$ cat src/rtl/servo_pwm_multi.sv
// Multi-channel hobby-servo PWM generator with per-channel hold/sweep positioning.
// Positions are applied only at frame boundaries so each pulse is glitch-free.
module servo_pwm_multi #(
  parameter int CLK_FRE    = 50,
  parameter int CH_NUM     = 4,
  parameter int PERIOD_US  = 20000,
  parameter int MIN_US     = 500,
  parameter int MAX_US     = 2500,
  parameter int POS_MAX    = 180,
  parameter int SWEEP_STEP = 1,
  localparam int POS_W     = $clog2(POS_MAX + 1)
) (
  input  logic                      clk,
  input  logic                      rst,
  input  logic [CH_NUM-1:0]         mode,
  input  logic                      cmd_valid,
  input  logic [3:0]                cmd_ch,
  input  logic [POS_W-1:0]          cmd_pos,
  output logic                      cmd_ready,
  output logic [CH_NUM-1:0]         pwm_out,
  output logic [CH_NUM*POS_W-1:0]   pos_out,
  output logic                      frame_tick
);

  localparam int unsigned PERIOD_CYC = PERIOD_US * CLK_FRE;
  localparam int unsigned CNT_W      = (PERIOD_CYC > 1) ? $clog2(PERIOD_CYC) : 1;
  localparam int unsigned MIN_CYC    = MIN_US * CLK_FRE;
  localparam int unsigned STEP_CYC   = ((MAX_US - MIN_US) * CLK_FRE) / POS_MAX;

  localparam logic [CNT_W-1:0] LAST_CNT  = CNT_W'(PERIOD_CYC - 1);
  localparam logic [POS_W:0]   POS_MAX_E = (POS_W + 1)'(POS_MAX);
  localparam logic [POS_W:0]   STEP_E    = (POS_W + 1)'(SWEEP_STEP);

  logic [CNT_W-1:0]  cnt_q, cnt_d;
  logic              tick;
  logic [POS_W-1:0]  pos_q [CH_NUM];
  logic [POS_W-1:0]  pos_d [CH_NUM];
  logic [POS_W-1:0]  tgt_q [CH_NUM];
  logic [POS_W-1:0]  tgt_d [CH_NUM];
  logic [CH_NUM-1:0] dir_q, dir_d;  // 1 = sweeping up
  logic [CH_NUM-1:0] pwm_q, pwm_d;

  always_comb begin
    tick  = (cnt_q == LAST_CNT);
    cnt_d = tick ? '0 : cnt_q + CNT_W'(1);
  end

  assign cmd_ready  = ~rst;
  assign frame_tick = tick & ~rst;
  assign pwm_out    = pwm_q;

  // Out-of-range channel indices match no entry and are silently dropped.
  always_comb begin
    tgt_d = tgt_q;
    if (cmd_valid && cmd_ready) begin
      for (int n = 0; n < CH_NUM; n++) begin
        if (cmd_ch == 4'(n)) begin
          tgt_d[n] = ({1'b0, cmd_pos} > POS_MAX_E) ? POS_W'(POS_MAX) : cmd_pos;
        end
      end
    end
  end

  always_comb begin
    logic [POS_W:0] cur;
    cur = '0;
    for (int n = 0; n < CH_NUM; n++) begin
      pos_d[n] = pos_q[n];
      dir_d[n] = dir_q[n];
      cur      = {1'b0, pos_q[n]};
      if (tick) begin
        if (!mode[n]) begin
          pos_d[n] = tgt_q[n];
        end else if (dir_q[n]) begin
          if (cur + STEP_E >= POS_MAX_E) begin
            pos_d[n] = POS_W'(POS_MAX);
            dir_d[n] = 1'b0;
          end else begin
            pos_d[n] = POS_W'(cur + STEP_E);
          end
        end else begin
          if (cur <= STEP_E) begin
            pos_d[n] = '0;
            dir_d[n] = 1'b1;
          end else begin
            pos_d[n] = POS_W'(cur - STEP_E);
          end
        end
      end
    end
  end

  // pos_q only moves on the tick edge, so the width is stable for the whole frame.
  always_comb begin
    logic [31:0] width;
    width = '0;
    for (int n = 0; n < CH_NUM; n++) begin
      width    = 32'(MIN_CYC) + 32'(pos_q[n]) * 32'(STEP_CYC);
      pwm_d[n] = (32'(cnt_q) < width);
    end
  end

  always_comb begin
    pos_out = '0;
    for (int n = 0; n < CH_NUM; n++) begin
      pos_out[n*POS_W +: POS_W] = pos_q[n];
    end
  end

  always_ff @(posedge clk or posedge rst) begin
    if (rst) begin
      cnt_q <= '0;
      dir_q <= '1;
      pwm_q <= '0;
      for (int n = 0; n < CH_NUM; n++) begin
        pos_q[n] <= '0;
        tgt_q[n] <= '0;
      end
    end else begin
      cnt_q <= cnt_d;
      dir_q <= dir_d;
      pwm_q <= pwm_d;
      for (int n = 0; n < CH_NUM; n++) begin
        pos_q[n] <= pos_d[n];
        tgt_q[n] <= tgt_d[n];
      end
    end
  end

endmodule

$ cat config.mk
export PLATFORM = sky130hd
export DESIGN_NAME = servo_pwm_multi
export DESIGN_NICKNAME = d
export VERILOG_FILES = /design/src/rtl/servo_pwm_multi.sv
export SDC_FILE = /design/constraint.sdc
export NUM_CORES = 1
export LEC_CHECK = 0
export CAP_MARGIN = 20
export CORE_UTILIZATION = 40
export DETAILED_ROUTE_END_ITERATION = 16
export SETUP_SLACK_MARGIN = 0.02
export SYNTH_ARGS = -nofsm -noshare
export SYNTH_HDL_FRONTEND = slang
export SYNTH_SLANG_ARGS = --single-unit
$ cat constraint.sdc
create_clock -name clk -period 12.7 [get_ports clk]
set_clock_uncertainty 0.15 [all_clocks]
set_input_delay 1.905 -clock clk [delete_from_list [all_inputs] [get_ports clk]]
set_output_delay 1.905 -clock clk [all_outputs]
set_load 0.1 [all_outputs]
==> reports/results.tsv <==
metric	value	unit
finalNonFillerCells	1913	
route.vias.total	10600	
netlist_area	12700	um^2
synthCells	1469	
grt_max_degree	54	
crit_required	10640	ps
rows	64	
holdWs	342	ps
synth_xor_xnor_area_share	6.32	%
crit_buf_inv	3	
gp_congestion	0.866	
diodes	0	
wl_per_cell	17.1	um
grt_usage	20.6	%
start_util	41.1	%
crit_arrival	4100	ps
design.portCount	57	
status	finished clean	
synthSimpleGateAreaFrac	14.1	%
postRouteAntennaNets	0	
max_freq	162	MHz
clk_pin_slew	70	ps
r2r_start	pos_out[6]	
die_y	180	um
fin_setup_tns	0	ps
ff2ff_setup_slack	6680	ps
final_common_cell	ha_1	
hold_path.startpoint	tgt_q[0]	
root_buffer	clkbuf_16	
synth_cell_types	75	
grt.overflow.total	0	
hold_depth	2	
finalHoldViolations	0	
route.detailed.drc	0	
r2r.worst_path.cells	21	
cap_viol_max_count	0	
synth_edf_count	0	
cts_resized	0	
tightest_slew	988	ps
ir_drop	0.0000497	V
rsz0062_at_grt	false	
h-tree-depth	3	
grt_pass1_wl	54500	um
drive_gt1_share	3.30	%
synthMuxAreaShare	0.432	%
layout_common_cells	ha_1, inv_1, o21ai_0, nand2_1, nor2_1	
crit_type	input pin to output port	
yosysSeqAreaShare	18.1	%
yosysTopAreaCell	ha_1	
clock_latency	350	ps
place_hpwl	25400	um
tritoncts	built	
crit-reg2reg-capture	pwm_out[0]	
power_density	54.3	nW/um^2
ys_async_sr_fraction	100	%
grt_pass1_vias	10800	
cp_common_cell	clkdlybuf4s50_1	
dr.pass1.iters	7	
synth_fa_ha_area_share	36.4	%
synth_top_family_by_area	adder cells	
drt-initial-drc-count	659	
viasPerCell	5.54	
core_area	31000	um^2
critPathTopFamily	buffers and inverters	
post-cts-setup-buffers	0	
critPathMaxStageDelay	1250	ps
routed_wl	32700	um
synth.top_cell.area_share	27.6	%
io_buffers	56	
clkSinkCount	92	
yosysWarningCount	0	
hold_class	flop to flop	
clockBufferDepth	2	
slew_headroom	33.9	%
fin_crit	6160	ps
synthFlopType	dfrtp_1	
antenna_found_initial	1	
maxSlewViolCount	0	
end_kind	output port	
hold_end	tgt_q[0]	
fin_area	14000	um^2
avgSynthCellArea	8.67	um^2
setup_viol	0	
cp_max_fo	42	
start_kind	input pin	
hold_buffers	0	
dieArea	32600	um^2
fin_crit_sh	48.5	%
dpl_cell_area	13700	um^2
p_total	0.761	mW
dp.cells	1897	
die_w	180	um
critPathSlowestCell	clkdlybuf4s50_1	
syn-num-nets	1825	
area_growth	10.0	%
ys_ff_latch	92	
p_leak	6.75	nW
path_cells	clkdlybuf4s50_1 > inv_4 > clkdlybuf4s50_1	
final_nets	1868	
synth_compound_area_share	18.8	%
numCtsBuffers	9	
synth.top_cells.by_area	ha_1, dfrtp_1, fa_1, o21ai_0, inv_1	
fillers	2975	
-- synth_stat cells (all sizes together), types with 6 or more instances --
| cell | n |
|---|---|
| nor3 | 28 |
| a221oi | 6 |
| o21a | 9 |
| ha | 281 |
| buf | 14 |
| a31oi | 18 |
| xnor2 | 63 |
| xor2 | 29 |
| o31ai | 6 |
| nor2b | 19 |
| clkbuf | 16 |
| nor2 | 94 |
| nand4 | 18 |
| a311oi | 8 |
| nand2b | 24 |
| a21oi | 93 |
| o21bai | 11 |
| inv | 161 |
| o21ai | 136 |
| a21o | 20 |
| and3 | 12 |
| nand2 | 99 |
| a21boi | 7 |
| or2 | 10 |
| a211oi | 25 |
| dfrtp | 88 |
| nand3 | 26 |
| fa | 56 |
| and2 | 8 |
-- worst reg2reg max path, delay by kind of cell (launching register included) --
family / cells / cell delay (ps)
AOI/OAI and AO/OA: 9 / 1650
DFF: 1 / 560
buffers and inverters: 4 / 360
adders and majority gates: 6 / 2410
and+or+nand+nor: 2 / 770
-- cell type report --
| cell class | instances | area [um^2] | share of cell area [%] |
|---|---|---|---|
| clock inverters | 6 | 68.8 | 0.491 |
| repair buffers | 62 | 606 | 4.32 |
| clock buffers | 10 | 239 | 1.70 |
| inverters | 161 | 607 | 4.33 |
| well taps | 396 | 495 | 3.53 |
| flip-flops and latches | 92 | 2310 | 16.5 |
| multi-input cells | 1186 | 9700 | 69.2 |
-- stage by stage --
step | util [%] | setup slack, ps
2_1_floorplan | - | 6270
3_5_place_dp | 44.2 | 6500
3_3_place_gp | 44.2 | 6520
4_1_cts | 45.2 | 6500
5_1_grt | 45.2 | 6300
6_report | 45.2 | 6540
-- state kept, by name, summed over array words and instances (netlist names) --
name     flops
pwm_out      4
tgt_q       32
pos_out     32
dir_q        4
cnt_q       20
-- logic make-up (layout without fill, tap and decap cells) --
| logic type | after synthesis | after routing |
|---|---|---|
| flops | 92 | 92 |
| fa+ha+maj | 337 | 337 |
| buf+inv | 191 | 239 |
| simple gates | 366 | 366 |
| compound gates | 386 | 386 |
| mux | 5 | 5 |
| xor+xnor | 92 | 92 |
-- worst max-delay path by stage --
stage | slack, ps | to | startpoint | cells past startpoint
2_1_floorplan | 6270 | cmd_ready | rst | 1
3_3_place_gp | 6520 | cmd_ready | rst | 3
3_5_place_dp | 6500 | cmd_ready | rst | 3
4_1_cts | 6500 | cmd_ready | rst | 3
5_1_grt | 6300 | pwm_out[1] | pos_out[14] | 18
6_report | 6540 | cmd_ready | rst | 3
-- power breakdown --
part / switching, mW / internal [mW]
Combinational: 0.0801 / 0.0581
Clock: 0.132 / 0.160
Sequential: 0.0168 / 0.314
Total: 0.229 / 0.532
-- layer usage --
| layer | wire length, um | GRT usage [%] |
|---|---|---|
| met5 | 60 | 1.48 |
| met4 | 604 | 5.16 |
| met3 | 1240 | 2.87 |
| met2 | 16000 | 36.5 |
| met1 | 14700 | 26.0 |
No activity file was read; power rests on OpenSTA's default activity.
